[src/rtl/result_bank.sv]
// Circular history of the last DEPTH results with store, clear, M+ accumulate
// and recall navigation; drives the display value and a history-browse value.
module result_bank #(
   parameter int WIDTH = 8,
   parameter int DEPTH = 4
) (
   input  logic                       clock,
   input  logic                       reset,
   input  logic [WIDTH-1:0]           A,
   input  logic [2:0]                 Sel,
   output logic [WIDTH-1:0]           Out,
   output logic [WIDTH-1:0]           Recall,
   output logic [$clog2(DEPTH+1)-1:0] Count,
   output logic                       Full,
   output logic                       Dropped,
   output logic                       Carry
);

   localparam int PW = $clog2(DEPTH);
   localparam int CW = $clog2(DEPTH+1);

   localparam logic [2:0] OP_STORE = 3'b011;
   localparam logic [2:0] OP_CLEAR = 3'b100;
   localparam logic [2:0] OP_ACCUM = 3'b101;
   localparam logic [2:0] OP_BACK  = 3'b110;
   localparam logic [2:0] OP_FWD   = 3'b111;

   logic [WIDTH-1:0] mem [DEPTH];
   logic [PW-1:0]    wr_ptr;
   logic [PW-1:0]    rd_off;
   logic [CW-1:0]    cnt;
   logic [PW-1:0]    last;
   logic [PW-1:0]    rd_idx;
   logic [WIDTH:0]   sum;
   logic             empty;
   logic             full;
   logic             we;
   logic [PW-1:0]    waddr;
   logic [WIDTH-1:0] wdata;

   assign empty  = (cnt == '0);
   assign full   = (cnt == CW'(DEPTH));
   assign last   = wr_ptr - PW'(1);
   assign rd_idx = last - rd_off;
   assign sum    = {1'b0, Out} + {1'b0, A};

   assign Count  = cnt;
   assign Full   = full;
   assign Recall = empty ? '0 : mem[rd_idx];

   // M+ on a non-empty bank rewrites the newest slot in place
   always_comb begin
      we    = 1'b0;
      waddr = wr_ptr;
      wdata = A;
      if (!reset) begin
         if (Sel == OP_STORE) begin
            we = 1'b1;
         end else if (Sel == OP_ACCUM) begin
            we    = 1'b1;
            wdata = sum[WIDTH-1:0];
            if (!empty) waddr = last;
         end
      end
   end

   always_ff @(posedge clock) begin
      if (we) mem[waddr] <= wdata;
   end

   always_ff @(posedge clock) begin
      if (reset) begin
         wr_ptr  <= '0;
         rd_off  <= '0;
         cnt     <= '0;
         Out     <= '0;
         Carry   <= 1'b0;
         Dropped <= 1'b0;
      end else begin
         Dropped <= 1'b0;
         case (Sel)
            OP_STORE: begin
               wr_ptr  <= wr_ptr + PW'(1);
               Out     <= A;
               rd_off  <= '0;
               Carry   <= 1'b0;
               Dropped <= full;
               if (!full) cnt <= cnt + CW'(1);
            end
            OP_CLEAR: begin
               wr_ptr <= '0;
               rd_off <= '0;
               cnt    <= '0;
               Out    <= '0;
               Carry  <= 1'b0;
            end
            OP_ACCUM: begin
               Out    <= sum[WIDTH-1:0];
               rd_off <= '0;
               if (empty) begin
                  wr_ptr <= wr_ptr + PW'(1);
                  cnt    <= CW'(1);
                  Carry  <= 1'b0;
               end else begin
                  Carry  <= sum[WIDTH];
               end
            end
            OP_BACK: begin
               if (CW'(rd_off) + CW'(1) < cnt) rd_off <= rd_off + PW'(1);
            end
            OP_FWD: begin
               if (rd_off != '0) rd_off <= rd_off - PW'(1);
            end
            default: ;
         endcase
      end
   end

endmodule

[config.mk]
export PLATFORM = sky130hd
export DESIGN_NAME = result_bank
export DESIGN_NICKNAME = d
export VERILOG_FILES = /design/src/rtl/result_bank.sv
export SDC_FILE = /design/constraint.sdc
export NUM_CORES = 1
export LEC_CHECK = 0
export ABC_AREA = 1
export CAP_MARGIN = 10
export CORE_MARGIN = 10
export CORE_UTILIZATION = 45
export CTS_BUF_LIST = sky130_fd_sc_hd__clkbuf_4 sky130_fd_sc_hd__clkbuf_8
export CTS_CLUSTER_SIZE = 12
export DETAILED_ROUTE_END_ITERATION = 16
export GPL_TIMING_DRIVEN = 0
export PLACE_DENSITY = 0.67
export SLEW_MARGIN = 30
export SYNTH_ARGS = -nofsm -noshare
export SYNTH_HDL_FRONTEND = slang
export SYNTH_SLANG_ARGS = --single-unit
[constraint.sdc]
create_clock -name clock -period 3.3 [get_ports clock]
set_input_delay 0.66 -clock clock [delete_from_list [all_inputs] [get_ports clock]]
set_output_delay 0.66 -clock clock [all_outputs]
set_load 0.02 [all_outputs]
==> results of run 1 <==
[worst min-delay path by stage]
| stage | start | to | slack (ps) | cells past startpoint |
|---|---|---|---|---|
| floorplan | rd_off[1] | rd_off[1] | 500 | 2 |
| global placement | Carry | Carry | 460 | 2 |
| global route | Carry | Carry | 500 | 2 |
| CTS | Carry | Carry | 480 | 2 |
| finish | Carry | Carry | 480 | 2 |
| detailed placement | Carry | Carry | 460 | 2 |
[cell usage after synthesis]
library cell | n | area (µm²)
or2_2 | 2 | 12.5
inv_2 | 4 | 15.0
a31oi_1 | 3 | 18.8
buf_1 | 1 | 3.75
ha_1 | 15 | 188
nor2_4 | 1 | 11.3
nand3_2 | 1 | 10.0
o21ai_2 | 3 | 26.3
nand2_4 | 1 | 11.3
clkbuf_1 | 2 | 7.51
mux2i_1 | 8 | 80.1
o211ai_1 | 1 | 7.51
a21oi_1 | 30 | 150
xor2_2 | 1 | 16.3
nand3_1 | 23 | 115
xor2_1 | 2 | 17.5
o21ai_0 | 21 | 105
inv_1 | 27 | 101
nand2_1 | 89 | 334
nand2_2 | 3 | 18.8
buf_6 | 1 | 11.3
a21oi_2 | 2 | 17.5
nand4_1 | 3 | 18.8
edfxtp_1 | 32 | 961
buf_2 | 2 | 10.0
buf_4 | 1 | 7.51
nor2_1 | 13 | 48.8
o21ai_1 | 1 | 5.00
xnor2_1 | 2 | 17.5
nor2_2 | 3 | 18.8
a21o_1 | 1 | 7.51
nand3b_1 | 2 | 15.0
fa_1 | 1 | 20.0
dfxtp_1 | 17 | 340
[what timing repair did]
action | 4_1_cts | 5_1_grt
endpoints found under the hold margin | 0 | 0
resized for setup | 0 | 1
endpoints found under the setup margin | 0 | 1
[critical path: stages, from the launching register on]
cell,delay (ps)
dfxtp_1,480
ha_1,280
buf_2,170
inv_1,210
nand2_1,80
nand2_1,60
o21ai_0,80
a21oi_1,140
clkdlybuf4s50_1,620
[kinds of logic (layout without fill, tap and decap cells)]
| kind of cell | Yosys count | after routing | synth area share |
|---|---|---|---|
| AO/OA/AOI/OAI | 62 | 62 | 0.123 |
| XOR/XNOR | 5 | 5 | 0.0187 |
| adder cells (fa/ha/maj) | 16 | 16 | 0.0756 |
| buffers and inverters | 38 | 80 | 0.0569 |
| flip-flops | 49 | 49 | 0.473 |
| multiplexers | 8 | 8 | 0.0291 |
| AND/OR/NAND/NOR | 141 | 141 | 0.223 |
[sequential cells by signal, summed over array words and instances (netlist names)]
signal and cells:
Carry 1, Count 3, Dropped 1, Out 8
mem 32, rd_off 2, wr_ptr 2
[cell type report]
class,count,share of cell area
sequential,49,0.397
multi-input combinational,232,0.394
timing repair buffer,34,0.104
inverter,31,0.0355
tap,75,0.0286
clock buffer,5,0.0210
buffer,7,0.0130
clock inverter,3,0.00649
[layer usage]
metal / GRT usage / up-vias / routed length (µm)
met4: 0.0298 / 0 / 51
met1: 0.157 / 1008 / 2800
met5: 0 / - / 0
met2: 0.214 / 41 / 2840
met3: 0.0324 / 5 / 325
li1: - / 1160 / -
[power breakdown]
group          switching, mW  internal, mW  leakage [nW]  total, mW
registers             0.0176         0.677         0.429      0.694
clock network          0.203         0.151        0.0445      0.354
logic                  0.215         0.142         0.886      0.357
total                  0.435         0.970          1.36       1.40
[stage by stage]
| stage | setup slack (ps) | hold slack [ps] | cell area, µm² | cells | utilization |
|---|---|---|---|---|---|
| finish | 222 | 483 | 3280 | 436 | 0.553 |
| global route | 12.7 | 496 | 3280 | 436 | 0.553 |
| CTS | 136 | 483 | 3270 | 436 | 0.553 |
| detailed placement | 193 | 465 | 3180 | 428 | 0.538 |
| global placement | 242 | 463 | 3180 | 428 | 0.538 |
| floorplan | 1080 | 502 | 2750 | 319 | - |
==> flow_metrics.env, run 1 <==
export IMPL_startpoint_type="flop"
export IMPL_wl_per_cell_um=13.8
export IMPL_path_clk_slew_ps=90
export IMPL_clk_latency_ps=290
export IMPL_power_density_nw_per_um2=429
export IMPL_rr_endpoint="mem[3][4]"
export IMPL_syn_inst=319
export IMPL_end_kind="primary output"
export IMPL_yosysWarnings=0
export IMPL_hold_viol_final=0
export IMPL_drt_total_wl_um=6020
export IMPL_htree_levels=2
export IMPL_regArea_um2=1300
export IMPL_synth_nets=348
export IMPL_period_share=0.933
export IMPL_synth_distinct_cells=34
export IMPL_hold_path_class="flop to flop"
export IMPL_slew_headroom=0.479
export IMPL_report_final_slew_viol_count=0
export IMPL_gp_congestion=0.842
export IMPL_yosysSeqAreaShare=0.473
export IMPL_dr_pass1_iters=4
export IMPL_endpoint="Recall[4]"
export IMPL_grt_max_degree=17
export IMPL_vias=2214
export IMPL_crit_start="rd_off[0]"
export IMPL_nNetsFinal=389
export IMPL_power_mw=1.40
export IMPL_layout_drive_gt1_share=0.0914
export IMPL_port_buffers=34
export IMPL_post_route_drc_count=0
export IMPL_cts_buffers=5
export IMPL_hpwl_um=4600
export IMPL_ant_nets=0
export IMPL_critical_path_class="flop to primary output"
export IMPL_synth_area_um2=2750
export IMPL_cts_sinks=49
export IMPL_overflow=0
export IMPL_initial_utilization=0.464
export IMPL_multi_input_area_um2=1290
export IMPL_core_um2=5920
export IMPL_routed_via_density=5.08
export IMPL_r2r_cells=9
export IMPL_track_usage=0.127
export IMPL_postCtsHoldBufs=0
export IMPL_layout_common_cells="nand2_1 (89), clkdlybuf4s50_1 (34), edfxtp_1 (32)"
export IMPL_clockRootBuffer="clkbuf_8"
export IMPL_cp_required_ps=2640
export IMPL_worst_r2r_setup_slack_ps=860
export IMPL_post_cts_buffers=0
export IMPL_fp_dieH_um=98.2
export IMPL_grt_pass1_vias=2150
export IMPL_ios=35
export IMPL_irDropWorstVdd_mv=0.208
export IMPL_ys_ff_latch=49
export IMPL_cp_max_fo=8
export IMPL_synth_area_per_cell_um2=8.62
export IMPL_grt_setup_unrepaired="false"
export IMPL_clock_path_buffers=2
export IMPL_drt_iter0_drc=125
export IMPL_min_period_ps=3080
export IMPL_fillers=574
export IMPL_final_common_cell="nand2_1"
export IMPL_maxCapViolations=0
export IMPL_worst_ep_arrival_time_ps=2420
export IMPL_row_count=28
export IMPL_rr_startpoint="Count[0]"
export IMPL_diodes=0
export IMPL_die_area_um2=9630
export IMPL_die_w_um=98.2
export IMPL_tightest_slew_ps=779
export IMPL_leakage_nw=1.36
export IMPL_grt_pass1_wl_um=10300
export IMPL_area_growth_syn_to_layout_pct=19.2
export IMPL_antenna_found_initial=0
export IMPL_finalClockSkew_ps=4.20
export IMPL_status="complete, no violations"
export IMPL_fmax_ghz=0.325
export IMPL_fin_tns_setup_ps=0
export IMPL_setup_viol=0
export IMPL_tritoncts="done"
No activity file was read; power rests on OpenSTA's default activity.
==> run 2: changes to the inputs <==
CAP_MARGIN = 40   (was 10)
==> run 2 against run 1 <==
- first-iteration DRC count up 10%
- total power rose by 0.14%
- combinational power is essentially flat
- non-clock buffer count up 1
- register-to-register slack improved by 30 ps
- cell count is 0.23% higher
- sequential power hardly changed
- clock-buffer cell count unchanged
- largest power group unchanged
==> flow_metrics.env, run 2 (synthesis results as in run 1) <==
export IMPL_routed_via_density=5.07
export IMPL_fmax_ghz=0.325
export IMPL_vias=2214
export IMPL_r2r_cells=9
export IMPL_cts_resized_gates=0
export IMPL_regArea_um2=1300
export IMPL_initial_utilization=0.464
export IMPL_grt_pass1_vias=2150
export IMPL_period_share=0.932
export IMPL_path_cells="ha_1, buf_2, inv_1, nand2_1, nand2_1, o21ai_0, a21oi_1, clkdlybuf4s50_1"
export IMPL_power_share_combinational=0.255
export IMPL_clock_path_buffers=2
export IMPL_cp_max_fo=8
export IMPL_maxCapViolations=0
export IMPL_status="complete, no violations"
export IMPL_irDropWorstVdd_mv=0.209
export IMPL_drt_total_wl_um=6060
export IMPL_dpl_instance_area_um2=3180
export IMPL_core_um2=5920
export IMPL_end_kind="primary output"
export IMPL_hold_viol_final=0
export IMPL_final_common_cell="nand2_1"
export IMPL_grt_pass1_wl_um=10300
export IMPL_path_common_cell="nand2_1"
export IMPL_worst_r2r_setup_slack_ps=890
export IMPL_cp_required_ps=2640
export IMPL_ios=35
export IMPL_hold_path_class="flop to flop"
export IMPL_worst_ep_arrival_time_ps=2420
export IMPL_setup_viol=0
export IMPL_htree_levels=2
export IMPL_grt_setup_unrepaired="false"
export IMPL_tightest_slew_ps=755
export IMPL_cts_buffers=5
export IMPL_area_growth_syn_to_layout_pct=19.4
export IMPL_ant_nets=0
export IMPL_drt_iter0_drc=138
export IMPL_fillers=574
export IMPL_min_period_ps=3080
export IMPL_largest_reg_flops=32
export IMPL_die_w_um=98.2
export IMPL_power_switching_uw=437
export IMPL_leakage_nw=1.37
export IMPL_endpoint="Recall[4]"
export IMPL_report_final_slew_viol_count=0
export IMPL_fp_dieH_um=98.2
export IMPL_tritoncts="done"
export IMPL_port_buffers=34
export IMPL_finalClockSkew_ps=4.10
export IMPL_clkPwrFrac=0.252
export IMPL_internal_power_uw=970
export IMPL_startpoint_type="flop"
export IMPL_power_density_nw_per_um2=428
export IMPL_largest_register="mem"
export IMPL_path_clk_slew_ps=90
export IMPL_clk_latency_ps=300
export IMPL_postLayoutCellArea_um2=3280
export IMPL_cts_sinks=49
export IMPL_gp_congestion=0.842
export IMPL_fin_tns_setup_ps=0
export IMPL_postCtsHoldBufs=0
export IMPL_layout_common_cells="nand2_1 (89), clkdlybuf4s50_1 (34), edfxtp_1 (32)"
export IMPL_overflow=0
export IMPL_critical_path_class="flop to primary output"
export IMPL_p_sw_frac=0.311
export IMPL_rr_endpoint="mem[3][5]"
export IMPL_row_count=28
export IMPL_slew_headroom=0.495
export IMPL_post_route_drc_count=0
export IMPL_diodes=0
export IMPL_multi_input_area_um2=1290
export IMPL_slowest_delay_ps=620
export IMPL_track_usage=0.127
export IMPL_nNetsFinal=390
export IMPL_top_usage_layer="met2"
export IMPL_grt_use_met3=0.0324
export IMPL_use_met2=0.214
export IMPL_dr_pass1_iters=4
export IMPL_p_seq_frac=0.493
export IMPL_rr_startpoint="Count[0]"
export IMPL_wl_per_cell_um=13.9
export IMPL_gr_usage_met1=0.157
export IMPL_crit_start="rd_off[0]"
export IMPL_clockRootBuffer="clkbuf_8"
export IMPL_slowest_stage="clkdlybuf4s50_1"
export IMPL_power_mw=1.41
export IMPL_layout_drive_gt1_share=0.0939
export IMPL_post_cts_buffers=0
export IMPL_antenna_found_initial=0
export IMPL_die_area_um2=9630
export IMPL_hpwl_um=4600
export IMPL_grt_max_degree=17
==> run 2: changes by cell type in the layout (fill, tap and decap cells not counted), sizes merged <==
| cell | before | now |
|---|---|---|
| buf | 4 | 5 |
==> run 2: area by class of cell <==
class,instances,share of cell area
Buffer,7,0.0130
Clock inverter,3,0.00648
Clock buffer,5,0.0210
Multi-Input combinational cell,232,0.393
Inverter,31,0.0354
Tap cell,75,0.0286
Sequential cell,49,0.396
Timing Repair Buffer,35,0.106
==> run 2: per-stage QoR <==
stage / util / worst slack (ps) / hold WS, ps / std cells
final: 0.555 / 223 / 484 / 437
after CTS: 0.553 / 136 / 483 / 436
after global routing: 0.555 / 12.7 / 496 / 437
after detailed placement: 0.538 / 193 / 465 / 428
after floorplan: - / 1080 / 502 / 319
after global placement: 0.538 / 242 / 463 / 428
==> run 2: per-layer routing <==
metal  vias to the layer above  share of wire
met3                         5          0.053
met2                        41           0.47
li1                       1161              -
met5                         -              0
met1                      1007           0.46
met4                         0         0.0078
==> run 2: how the worst min path moves through the flow <==
stage | startpoint | to | slack (ps) | depth (start not counted)
after floorplan | rd_off[1] | rd_off[1] | 500 | 2
after CTS | Carry | Carry | 480 | 2
final | Carry | Carry | 480 | 2
after global routing | Carry | Carry | 500 | 2
after global placement | Carry | Carry | 460 | 2
after detailed placement | Carry | Carry | 460 | 2
==> run 2: power by group through the flow <==
stage / Combinational (mW) / Sequential, mW / Clock (mW)
final: 0.358 / 0.694 / 0.354
after global routing: 0.405 / 0.697 / 0.391
after CTS: 0.360 / 0.694 / 0.365
after detailed placement: 0.358 / 0.708 / 0
after global placement: 0.352 / 0.708 / 0
after floorplan: 0.226 / 0.717 / 0
==> run 2: worst max-delay path: cells and delay by family (launching register included) <==
family,cells,cell delay [ps]
buf+inv,3,1010
flops,1,480
fa+ha+maj,1,280
compound gates,2,210
simple gates,2,140
